<file path="src/rtl/lsu_pkg.sv">
// Shared encodings and decode helpers for the load/store unit.
package lsu_pkg;

    typedef enum logic [3:0] {
        MOP_NONE = 4'd0,
        MOP_LB   = 4'd1,
        MOP_LH   = 4'd2,
        MOP_LW   = 4'd3,
        MOP_LBU  = 4'd4,
        MOP_LHU  = 4'd5,
        MOP_SB   = 4'd6,
        MOP_SH   = 4'd7,
        MOP_SW   = 4'd8
    } mem_op_t;

    // ST_ACCEPT is kept for encoding compatibility; acceptance happens in ST_IDLE.
    typedef enum logic [1:0] {
        ST_IDLE   = 2'd0,
        ST_ACCEPT = 2'd1,
        ST_ISSUE  = 2'd2,
        ST_DRAIN  = 2'd3
    } lsu_state_t;

    localparam logic RESET_ENABLE  = 1'b1;
    localparam logic WRITE_DISABLE = 1'b0;

    function automatic logic is_mem(input logic [3:0] op);
        return (op != MOP_NONE) && (op <= MOP_SW);
    endfunction

    function automatic logic is_store(input logic [3:0] op);
        return (op == MOP_SB) || (op == MOP_SH) || (op == MOP_SW);
    endfunction

    // Index of the last byte of the access (N-1).
    function automatic logic [1:0] last_idx(input logic [3:0] op);
        case (op)
            MOP_LH, MOP_LHU, MOP_SH: return 2'd1;
            MOP_LW, MOP_SW:          return 2'd3;
            default:                 return 2'd0;
        endcase
    endfunction

    function automatic logic misaligned(input logic [3:0] op, input logic [1:0] a);
        case (op)
            MOP_LH, MOP_LHU, MOP_SH: return a[0];
            MOP_LW, MOP_SW:          return a != 2'b00;
            default:                 return 1'b0;
        endcase
    endfunction

endpackage

</file>
<file path="src/rtl/lsu_load_ext.sv">
// Sign/zero extension of an assembled little-endian load word by op.
// Combinational, zero latency; no flow control.
module lsu_load_ext
    import lsu_pkg::*;
#(
    parameter int XLEN = 32
) (
    input  mem_op_t         op,
    input  logic [31:0]     raw,
    output logic [XLEN-1:0] data
);

    always_comb begin
        data = '0;
        case (op)
            MOP_LB:  data = {{(XLEN-8){raw[7]}}, raw[7:0]};
            MOP_LH:  data = {{(XLEN-16){raw[15]}}, raw[15:0]};
            MOP_LW:  data[31:0] = raw;
            MOP_LBU: data[7:0] = raw[7:0];
            MOP_LHU: data[15:0] = raw[15:0];
            default: data = '0;
        endcase
    end

endmodule

</file>
<file path="src/rtl/lsu.sv">
// Byte-serial load/store unit feeding MEM; non-memory ops pass through in 1 cycle, memory ops stall the front end.
// Optional LSU_ALIGN_CHECK_EN: misaligned halfword/word accesses are flagged on misalign_o instead of executed.
module lsu
    import lsu_pkg::*;
#(
    parameter int XLEN    = 32,
    parameter int RADDR_W = 5
) (
    input  logic               clk,
    input  logic               rst,
    input  logic [XLEN-1:0]    ex_rd_data_i,
    input  logic [RADDR_W-1:0] ex_rd_addr_i,
    input  logic               ex_rd_enable_i,
    input  logic [3:0]         ex_mem_op_i,
    input  logic [XLEN-1:0]    ex_mem_addr_i,
    input  logic [XLEN-1:0]    ex_store_data_i,
    output logic               stall_o,
    output logic               ram_en_o,
    output logic               ram_we_o,
    output logic [XLEN-1:0]    ram_addr_o,
    output logic [7:0]         ram_wdata_o,
    input  logic [7:0]         ram_rdata_i,
    output logic               misalign_o,
    output logic [XLEN-1:0]    rd_data_o,
    output logic [RADDR_W-1:0] rd_addr_o,
    output logic               rd_enable_o
);

    lsu_state_t         state;
    mem_op_t            op_q;
    logic [XLEN-1:0]    addr_q;
    logic [31:0]        sdata_q;
    logic [31:0]        acc;
    logic [31:0]        load_word;
    logic [XLEN-1:0]    load_ext;
    logic [RADDR_W-1:0] rd_addr_q;
    logic               rd_en_q;
    logic [1:0]         k;
    logic [1:0]         k_last;
    logic               store_q;
    logic               mis_now;
    logic               accept;

`ifdef LSU_ALIGN_CHECK_EN
    assign mis_now = (state == ST_IDLE) && misaligned(ex_mem_op_i, ex_mem_addr_i[1:0]);
`else
    assign mis_now = 1'b0;
`endif

    assign accept  = (state == ST_IDLE) && is_mem(ex_mem_op_i) && !mis_now;
    assign k_last  = last_idx(op_q);
    assign store_q = is_store(op_q);

    // Stall drops in the final cycle so EX advances exactly on the completion edge.
    assign stall_o     = accept || ((state == ST_ISSUE) && !(store_q && (k == k_last)));
    assign ram_en_o    = (state == ST_ISSUE);
    assign ram_we_o    = ram_en_o ? store_q : WRITE_DISABLE;
    assign ram_addr_o  = ram_en_o ? addr_q + XLEN'(k) : '0;
    assign ram_wdata_o = ram_we_o ? sdata_q[{k, 3'b000} +: 8] : 8'h00;

    // The last byte is still on the RAM port during DRAIN; merge it without waiting.
    always_comb begin
        load_word = acc;
        load_word[{k_last, 3'b000} +: 8] = ram_rdata_i;
    end

    lsu_load_ext #(.XLEN(XLEN)) u_load_ext (
        .op   (op_q),
        .raw  (load_word),
        .data (load_ext)
    );

    always_ff @(posedge clk) begin
        if (rst == RESET_ENABLE) begin
            state       <= ST_IDLE;
            op_q        <= MOP_NONE;
            addr_q      <= '0;
            sdata_q     <= '0;
            acc         <= '0;
            rd_addr_q   <= '0;
            rd_en_q     <= 1'b0;
            k           <= 2'd0;
            misalign_o  <= 1'b0;
            rd_data_o   <= '0;
            rd_addr_o   <= '0;
            rd_enable_o <= 1'b0;
        end else begin
            misalign_o  <= 1'b0;
            rd_data_o   <= '0;
            rd_addr_o   <= '0;
            rd_enable_o <= 1'b0;
            case (state)
                ST_IDLE: begin
                    if (mis_now) begin
                        misalign_o <= 1'b1;
                    end else if (accept) begin
                        op_q      <= mem_op_t'(ex_mem_op_i);
                        addr_q    <= ex_mem_addr_i;
                        sdata_q   <= ex_store_data_i[31:0];
                        rd_addr_q <= ex_rd_addr_i;
                        rd_en_q   <= ex_rd_enable_i;
                        acc       <= '0;
                        k         <= 2'd0;
                        state     <= ST_ISSUE;
                    end else begin
                        rd_data_o   <= ex_rd_data_i;
                        rd_addr_o   <= ex_rd_addr_i;
                        rd_enable_o <= ex_rd_enable_i;
                    end
                end
                ST_ISSUE: begin
                    // Read data lags its strobe by one cycle, so capture byte k-1 here.
                    if (!store_q && (k != 2'd0)) begin
                        acc[{k - 2'd1, 3'b000} +: 8] <= ram_rdata_i;
                    end
                    if (k == k_last) begin
                        k     <= 2'd0;
                        state <= store_q ? ST_IDLE : ST_DRAIN;
                    end else begin
                        k <= k + 2'd1;
                    end
                end
                ST_DRAIN: begin
                    rd_data_o   <= load_ext;
                    rd_addr_o   <= rd_addr_q;
                    rd_enable_o <= rd_en_q;
                    state       <= ST_IDLE;
                end
                default: state <= ST_IDLE;
            endcase
        end
    end

endmodule

</file>
<file path="config.mk">
export PLATFORM = sky130hd
export DESIGN_NAME = lsu
export DESIGN_NICKNAME = d
export VERILOG_FILES = /design/src/rtl/lsu_pkg.sv /design/src/rtl/lsu_load_ext.sv /design/src/rtl/lsu.sv
export SDC_FILE = /design/constraint.sdc
export NUM_CORES = 1
export LEC_CHECK = 0
export BUFFER_PORTS_ARGS = -buffer_cell sky130_fd_sc_hd__buf_2
export CORE_MARGIN = 4
export CORE_UTILIZATION = 40
export DETAILED_ROUTE_END_ITERATION = 12
export GPL_ROUTABILITY_DRIVEN = 0
export PLACE_DENSITY = 0.71
export SLEW_MARGIN = 10
export SYNTH_ARGS = -nofsm -noshare
export SYNTH_HDL_FRONTEND = slang
export SYNTH_SLANG_ARGS = --single-unit
</file>
<file path="constraint.sdc">
create_clock -name clk -period 2.75 [get_ports clk]
set_input_delay 0.4125 -clock clk [delete_from_list [all_inputs] [get_ports clk]]
set_output_delay 0.4125 -clock clk [all_outputs]
set_load 0.05 [all_outputs]
</file>
==> results of run 1 <==
[critical path, stage by stage (launching register included)]
cell     delay [ns]
dfxtp_4        0.39
nand4_4        0.13
or4_4          0.62
nor4_2         0.33
xnor2_1        0.17
nor2_2         0.05
buf_4          0.18
[stage by stage]
stage | power, mW | utilization | worst slack (ns)
4_1_cts | 7.453 | 0.5342 | 0.001403
6_report | 7.434 | 0.5449 | 0.06017
2_1_floorplan | 4.443 | - | 0.009577
5_1_grt | 7.838 | 0.5449 | -0.05095
3_5_place_dp | 5.170 | 0.4907 | 0.2059
3_3_place_gp | 5.141 | 0.4907 | 0.2313
[power breakdown]
group          internal (mW)  switching, mW  leakage (nW)  total, mW
combinational          0.847           1.81          2.23       2.66
sequential              2.33          0.201          1.15       2.53
clock                   1.27          0.976         0.272       2.25
[logic make-up after synthesis]
| kind of cell | after synthesis | share of synthesized area |
|---|---|---|
| xor+xnor | 26 | 0.03435 |
| simple gates | 326 | 0.2339 |
| fa+ha+maj | 10 | 0.02001 |
| buf+inv | 74 | 0.05002 |
| compound gates | 205 | 0.1976 |
| other cells | 1 | 0.0005657 |
| flops | 140 | 0.4228 |
| mux | 17 | 0.04077 |
[per-layer routing]
| metal | vias up | track usage | part of all wire |
|---|---|---|---|
| met4 | 4 | 0.06719 | 0.015 |
| li1 | 3167 | - | - |
| met5 | - | 0 | 0.0014 |
| met2 | 211 | 0.3245 | 0.47 |
| met1 | 2953 | 0.2737 | 0.45 |
| met3 | 28 | 0.04743 | 0.069 |
[layout by cell type (no fill, tap or decap), types with 6 or more instances in the layout]
cell,synthesis,final
nor2_1,66,61
buf_4,2,30
dfxtp_4,0,7
o21ai_0,14,13
buf_6,1,11
ha_1,9,7
a2bb2oi_1,25,25
and3_1,10,9
a22oi_1,13,13
nand2b_1,6,6
xor2_1,8,8
nand3_1,12,7
inv_6,0,6
nor2_2,3,8
dfxtp_1,140,125
nand4_1,8,8
xnor2_1,18,18
nand2_1,166,165
mux4_2,8,8
a21oi_1,104,100
clkbuf_16,0,17
inv_1,15,15
mux2i_1,9,9
a22o_1,31,31
nor3_1,9,8
dfxtp_2,0,8
buf_2,15,177
[flip-flops by register name, summed over array words and instances (netlist names), 2 cells and up]
name,flops
sdata_q,32
acc,24
rd_addr_q,5
k,2
op_q,4
rd_data_o,32
state,2
rd_addr_o,5
addr_q,32
[synth_stat cells, types with 10 or more instances]
| library cell | instances | area [µm²] |
|---|---|---|
| inv_1 | 15 | 56.30 |
| a21oi_1 | 104 | 520.5 |
| nand3_1 | 12 | 60.06 |
| and3_1 | 10 | 62.56 |
| dfxtp_1 | 140 | 2803 |
| a22o_1 | 31 | 271.5 |
| nor2_1 | 66 | 247.7 |
| a22oi_1 | 13 | 97.59 |
| clkbuf_1 | 35 | 131.4 |
| buf_2 | 15 | 75.07 |
| a2bb2oi_1 | 25 | 219.0 |
| xnor2_1 | 18 | 157.7 |
| o21ai_0 | 14 | 70.07 |
| nand2_1 | 166 | 623.1 |
[cell type report]
| class | count | share of cell area |
|---|---|---|
| Multi-Input combinational cell | 586 | 0.4191 |
| Clock inverter | 15 | 0.01759 |
| Timing Repair Buffer | 225 | 0.1529 |
| Inverter | 15 | 0.006435 |
| Sequential cell | 140 | 0.3245 |
| Tap cell | 216 | 0.03089 |
| Clock buffer | 17 | 0.04862 |
[timing repair]
item / in CTS / in global routing
pin swaps: 3 / 9
endpoints found under the setup margin: 19 / 24
gates cloned: 1 / 0
resized for setup: 32 / 48
setup buffers: 2 / 2
[path summary, 6_finish.rpt]
kind	end	slack [ns]	cells past startpoint
hold reg to reg	sdata_q[0]	0.45	2
hold / removal	rd_data_o[12]	0.21	2
setup reg to reg	acc[11]	0.21	8
setup / recovery	ram_addr_o[28]	0.06	6
==> flow_summary.ini, run 1 <==
[pwr]
peakVddDrop_v = 0.0004770
p_leak_nw = 3.655
power_density_nw_per_um2 = 849.7

[sta]
fin_skew_ns = 0.008818
min_period_ns = 2.690
drv_slew = 0
hold_violations = 0
fmax_ghz = 0.3718
worst_slew_pin_slew_ns = 0.8689
setup_viol = 0
rsz0062_at_grt = true
fin_hold_ws_ns = 0.2082
fin_crit_sh = 0.9781
fin_setup_tns_ns = 0
slew-limit-headroom = 0.4159

[final_layout]
finalNonFillerCells = 1214
drive_gt1_frac = 0.3267
seq_area_um2 = 2839
antenna_cells = 0
fin_area_um2 = 8750
fin_nets = 1111
n_fill_cell = 1517
syn_to_final_growth_pct = 31.99
multi_input_area_um2 = 3667

[global_routing]
globalRouteOverflowTotal = 0
grt_max_degree = 80
first_global_vias = 5997
antenna_found_initial = 2
grt_pass1_wl_um = 30250
grt_use_total = 0.2040

[clock_tree]
cts_tree = done
root_buffer = clkbuf_16
clk_latency_ns = 0.42
cts_hold_buf = 0
cts.sinks = 140
cts_made_buffers = 17
clk_pin_slew_worst_paths_ns = 0.07
cts_buffer_depth = 2
h-tree-depth = 4

[worst_setup_path]
start_kind = flip-flop
crit_type = flip-flop to primary output
arrival_ns = 2.28
startpoint = addr_q[12]
critPathRequiredTime_ns = 2.34
end_kind = primary output
r2r_start = k[0]
critical_path.max_fanout = 7

[logic_synthesis]
ys_seq_area_frac = 0.4228
synth-edff-count = 0
avgSynthCellArea_um2 = 8.296
synth_seq_cells = 140
synthCells = 799
async_reset_ff_frac = 0
synth_top_flop_cell = dfxtp_1
synthDistinctLibCells = 59
syn-num-nets = 925
yosysWarnings = 0
synthesis.area_um2 = 6629

[min_path]
min_from = ex_rd_data_i[12]
min_path_type = input pin to flip-flop

[die]
chipWidth_um = 136.7
initial_core_util = 0.4128
core_area_um2 = 16060
ios = 198
dieArea_um2 = 18700
rows = 46
fp.dieH_um = 136.7

[flow_run]
maxCapViolations = 0

[drt]
ant_nets = 0
drc_errors = 0
route.detailed.wl_per_inst_um = 15.91
first_pass_iters = 5
drtIter0Drc = 353
via_per_inst = 5.241
vias = 6363
wl_um = 19320

[status]
status = complete, no violations

[placed_design]
placedCellCount = 1177
place_area_um2 = 7879
hpwl_um = 13540
portBuffers = 196
(Power assumes the default switching activity.)
==> run 2, diff against run 1 <==
--- a/config.mk
+++ b/config.mk
@@ -11,6 +11,7 @@
 export DETAILED_ROUTE_END_ITERATION = 12
 export GPL_ROUTABILITY_DRIVEN = 0
 export PLACE_DENSITY = 0.71
+export SETUP_SLACK_MARGIN = 0.1
 export SLEW_MARGIN = 10
 export SYNTH_ARGS = -nofsm -noshare
 export SYNTH_HDL_FRONTEND = slang
==> flow_summary.ini, run 2 (same netlist as run 1, synthesis figures left out) <==
[pwr]
p_sw_frac = 0.4024
peakVddDrop_v = 0.0006390
p_leak_nw = 3.746
p_switching_mw = 3.041
power_frac_clock = 0.304
seqPwrFrac = 0.337
p_comb_frac = 0.359
p_int_mw = 4.516
power_density_nw_per_um2 = 841.7

[sta]
hold_violations = 0
fin_crit_sh = 0.9817
slew-limit-headroom = 0.4197
fin_skew_ns = 0.01537
setup_viol = 0
setup_slack_ns = 0.05024
drv_slew = 0
min_period_ns = 2.700
rsz0062_at_grt = true
fin_setup_tns_ns = 0
fmax_ghz = 0.3704
worst_slew_pin_slew_ns = 0.8633

[flow_run]
maxCapViolations = 0

[worst_setup_path]
startpoint = addr_q[13]
r2r-end = acc[7]
r2r_slack_ns = 0.32
arrival_ns = 2.29
crit_type = flip-flop to primary output
rr_worst_depth = 7
r2r_start = k[0]
critical_path.max_fanout = 5
end_kind = primary output
critPathRequiredTime_ns = 2.34
start_kind = flip-flop

[drt]
wl_um = 19350
drc_errors = 0
ant_nets = 0
via_per_inst = 5.283
drtIter0Drc = 370
first_pass_iters = 5
vias = 6488
route.detailed.wl_per_inst_um = 15.76

[status]
status = complete, no violations

[clock_tree]
cts_made_buffers = 17
cts_hold_buf = 0
root_buffer = clkbuf_16
h-tree-depth = 4
cts.sinks = 140
clk_latency_ns = 0.42
clk_pin_slew_worst_paths_ns = 0.07
cts_buffer_depth = 2
cts_tree = done

[global_routing]
globalRouteOverflowTotal = 0
antenna_found_initial = 2
grt_use_total = 0.2023
grt_pass1_wl_um = 30130
grt_max_degree = 64
first_global_vias = 6163

[placed_design]
hpwl_um = 13350
pre_cts_ws_ns = 0.2026
place_area_um2 = 7851
portBuffers = 196

[final_layout]
n_fill_cell = 1471
fin_util = 0.5591
final_cell_mix = buf_2, nand2_1, dfxtp_1
final_common_cell = buf_2
drive_gt1_frac = 0.3518
syn_to_final_growth_pct = 35.43
antenna_cells = 0
top_regs = addr_q x32, rd_data_o x32, sdata_q x32
fin_area_um2 = 8977
fin_nets = 1125

[die]
core_area_um2 = 16060
ios = 198
chipWidth_um = 136.7
dieArea_um2 = 18700
rows = 46
initial_core_util = 0.4128
fp.dieH_um = 136.7

[min_path]
min_path_type = input pin to flip-flop
min_from = ex_rd_data_i[8]
hold_path_end = rd_data_o[8]
hold_depth = 2
==> run 2: cell types whose count changed in the layout (fill, tap and decap cells not counted), moves of 4 or more <==
cell,delta
buf_2,-5
inv_8,+6
dfxtp_1,-5
buf_6,+8
dfxtp_2,+4
buf_4,+12
==> run 2: metal layers <==
metal / vias up / share of wire / track usage / routed length (µm)
li1: 3185 / - / - / -
met1: 3051 / 0.45 / 0.2707 / 8738
met2: 214 / 0.46 / 0.3185 / 8944
met3: 34 / 0.064 / 0.04559 / 1237
met4: 4 / 0.021 / 0.07727 / 408
met5: - / 0.0011 / 0 / 21
==> run 2: final cells by class <==
type | count | area [µm²] | share of cell area
inverter | 15 | 60.06 | 0.006690
clock inverter | 15 | 167.7 | 0.01868
tap | 216 | 270.3 | 0.03010
multi-input combinational | 586 | 3726 | 0.4151
clock buffer | 17 | 425.4 | 0.04739
sequential | 140 | 2848 | 0.3172
timing repair buffer | 239 | 1480 | 0.1649
==> run 2: power by group through the flow <==
stage / clock [mW] / sequential (mW) / combinational, mW
global placement: 0 / 2.55 / 2.54
floorplan: 0 / 2.78 / 1.67
CTS: 2.35 / 2.53 / 2.61
finish: 2.30 / 2.54 / 2.71
global route: 2.42 / 2.58 / 2.96
detailed placement: 0 / 2.56 / 2.56
==> run 2: how the worst max path moves through the flow <==
stage | endpoint | slack, ns | depth (start not counted)
floorplan | ram_addr_o[21] | 0.006 | 7
global placement | ram_addr_o[19] | 0.28 | 6
detailed placement | acc[12] | 0.20 | 8
CTS | ram_addr_o[29] | 0.03 | 7
global route | ram_addr_o[29] | -0.09 | 7
finish | ram_addr_o[28] | 0.05 | 7
==> run 2: per-stage QoR <==
| stage | hold WS [ns] | total power [mW] | std cells |
|---|---|---|---|
| final | 0.2071 | 7.556 | 1228 |
| after floorplan | 0.4331 | 4.448 | 799 |
| after global placement | 0.4395 | 5.088 | 1176 |
| after global routing | 0.1938 | 7.962 | 1228 |
| after CTS | 0.1910 | 7.484 | 1213 |
| after detailed placement | 0.4455 | 5.121 | 1176 |
==> run 2: worst max-delay path, stage by stage (launching register included) <==
cell,delay (ns)
dfxtp_4,0.38
nand4_4,0.10
or4_4,0.55
buf_4,0.17
nor4_2,0.28
xnor2_1,0.17
nor2_2,0.04
buf_4,0.19
==> run 2: what timing repair did <==
| item | in CTS | in global routing |
|---|---|---|
| gates resized for setup | 61 | 55 |
| endpoints found under the setup margin | 32 | 46 |
| cloned | 0 | 1 |
| setup buffers | 5 | 14 |
| pin swaps | 8 | 16 |
==> run 3, diff against run 2 <==
--- a/config.mk
+++ b/config.mk
@@ -7,10 +7,10 @@
 export LEC_CHECK = 0
 export BUFFER_PORTS_ARGS = -buffer_cell sky130_fd_sc_hd__buf_2
 export CORE_MARGIN = 4
-export CORE_UTILIZATION = 40
+export CORE_UTILIZATION = 45
 export DETAILED_ROUTE_END_ITERATION = 12
 export GPL_ROUTABILITY_DRIVEN = 0
-export PLACE_DENSITY = 0.71
+export PLACE_DENSITY = 0.78
 export SETUP_SLACK_MARGIN = 0.1
 export SLEW_MARGIN = 10
 export SYNTH_ARGS = -nofsm -noshare
==> constraint.sdc (replaced) <==
create_clock -name clk -period 2.75 [get_ports clk]
set_input_delay 0.4125 -clock clk [delete_from_list [all_inputs] [get_ports clk]]
set_output_delay 0.4125 -clock clk [all_outputs]
set_load 0.02 [all_outputs]
==> flow_summary.ini, run 3 (same netlist as run 1, synthesis figures left out) <==
[min_path]
hold_path_end = rd_data_o[14]
min_path_type = input pin to flip-flop
min_from = ex_rd_data_i[14]
hold_depth = 2

[sta]
worst_slew_pin_slew_ns = 0.6110
setup_viol = 0
hold_violations = 0
slew-limit-headroom = 0.5899
drv_slew = 0
min_period_ns = 2.685
fin_crit_sh = 0.9765
rsz0062_at_grt = true
fmax_ghz = 0.3724
fin_skew_ns = 0.007556

[global_routing]
grt_pass1_wl_um = 29100
grt_use_total = 0.2170
antenna_found_initial = 1
globalRouteOverflowTotal = 0
first_global_vias = 5960
grt_max_degree = 64

[clock_tree]
clk_latency_ns = 0.42
cts.sinks = 140
cts_tree = done
cts_buffer_depth = 2
clk_pin_slew_worst_paths_ns = 0.06
h-tree-depth = 4
cts_hold_buf = 0
cts_made_buffers = 17
root_buffer = clkbuf_16

[drt]
vias = 6487
wl_met1_um = 8154
route.detailed.wl_per_inst_um = 16.03
first_pass_iters = 5
drtIter0Drc = 453
drc_errors = 0
wl_um = 19090
met2WireLength_um = 9021
wl_met3_um = 1510
via_per_inst = 5.447
ant_nets = 0
top_layer = met5

[worst_setup_path]
start_kind = flip-flop
critPathRequiredTime_ns = 2.34
r2r-end = acc[18]
r2r_start = k[0]
critical_path.max_fanout = 5
crit_type = flip-flop to primary output
end_kind = primary output
arrival_ns = 2.27
r2r_slack_ns = 0.38
rr_worst_depth = 8

[placed_design]
portBuffers = 196
hpwl_um = 12880
place_area_um2 = 7750

[final_layout]
fin_util = 0.6046
top_regs = addr_q x32, rd_data_o x32, sdata_q x32
fin_nets = 1120
final_cell_mix = buf_2, nand2_1, dfxtp_1
fin_area_um2 = 8755
syn_to_final_growth_pct = 32.07
final_common_cell = buf_2
drive_gt1_frac = 0.3337
antenna_cells = 0

[flow_run]
maxCapViolations = 0

[pwr]
p_leak_nw = 3.746
fin_total_pwr_mw = 7.102
peakVddDrop_v = 0.0004622
power_density_nw_per_um2 = 811.3

[die]
dieArea_um2 = 16740
rows = 44
core_area_um2 = 14480
fp.dieH_um = 129.4
initial_core_util = 0.4578
chipWidth_um = 129.4
ios = 198

[status]
status = complete, no violations
[run 3: how the worst max path moves through the flow]
stage | startpoint | to
final | addr_q[1] | ram_addr_o[31]
after global routing | addr_q[12] | ram_addr_o[21]
after CTS | k[1] | ram_addr_o[19]
after detailed placement | k[0] | ram_addr_o[28]
after global placement | addr_q[1] | ram_addr_o[19]
after floorplan | k[0] | acc[10]
[run 3: layout make-up]
class / instances / area (µm²)
flip-flops and latches: 140 / 2839
well taps: 184 / 230.2
repair buffers: 233 / 1330
multi-input cells: 587 / 3712
fillers: 1292 / 5724
clock inverters: 14 / 157.7
inverters: 15 / 56.30
clock buffers: 18 / 429.2
[run 3: where the power goes]
group | internal, mW | switching, mW
sequential | 2.33 | 0.212
clock | 1.35 | 0.917
combinational | 0.846 | 1.45
total | 4.52 | 2.58
[run 3: what timing repair did]
item,CTS,global route
cloned,2,0
setup endpoints to repair,24,34
pin swaps,7,20
setup buffers,9,8
resized for setup,28,44
[run 3: through the flow]
stage	setup slack (ns)	std cells	setup TNS (ns)	hold WS, ns
global route	-0.02729	1191	-0.05788	0.1912
finish	0.06462	1191	0	0.2088
CTS	0.04278	1183	0	0.1922
global placement	0.3360	1140	0	0.4396
detailed placement	0.3010	1140	0	0.4454
floorplan	0.1222	799	0	0.4331
[run 3: metal layers]
metal,vias up,track usage
li1,3176,-
met1,3030,0.2872
met2,240,0.3360
met3,39,0.07049
met4,2,0.07288
met5,-,0
[run 3: critical path, stage by stage (launching register included)]
cell,delay [ns]
dfxtp_4,0.36
ha_4,0.27
a21oi_4,0.06
or3_4,0.44
nor3_4,0.28
a21oi_2,0.09
a31o_2,0.23
buf_6,0.13
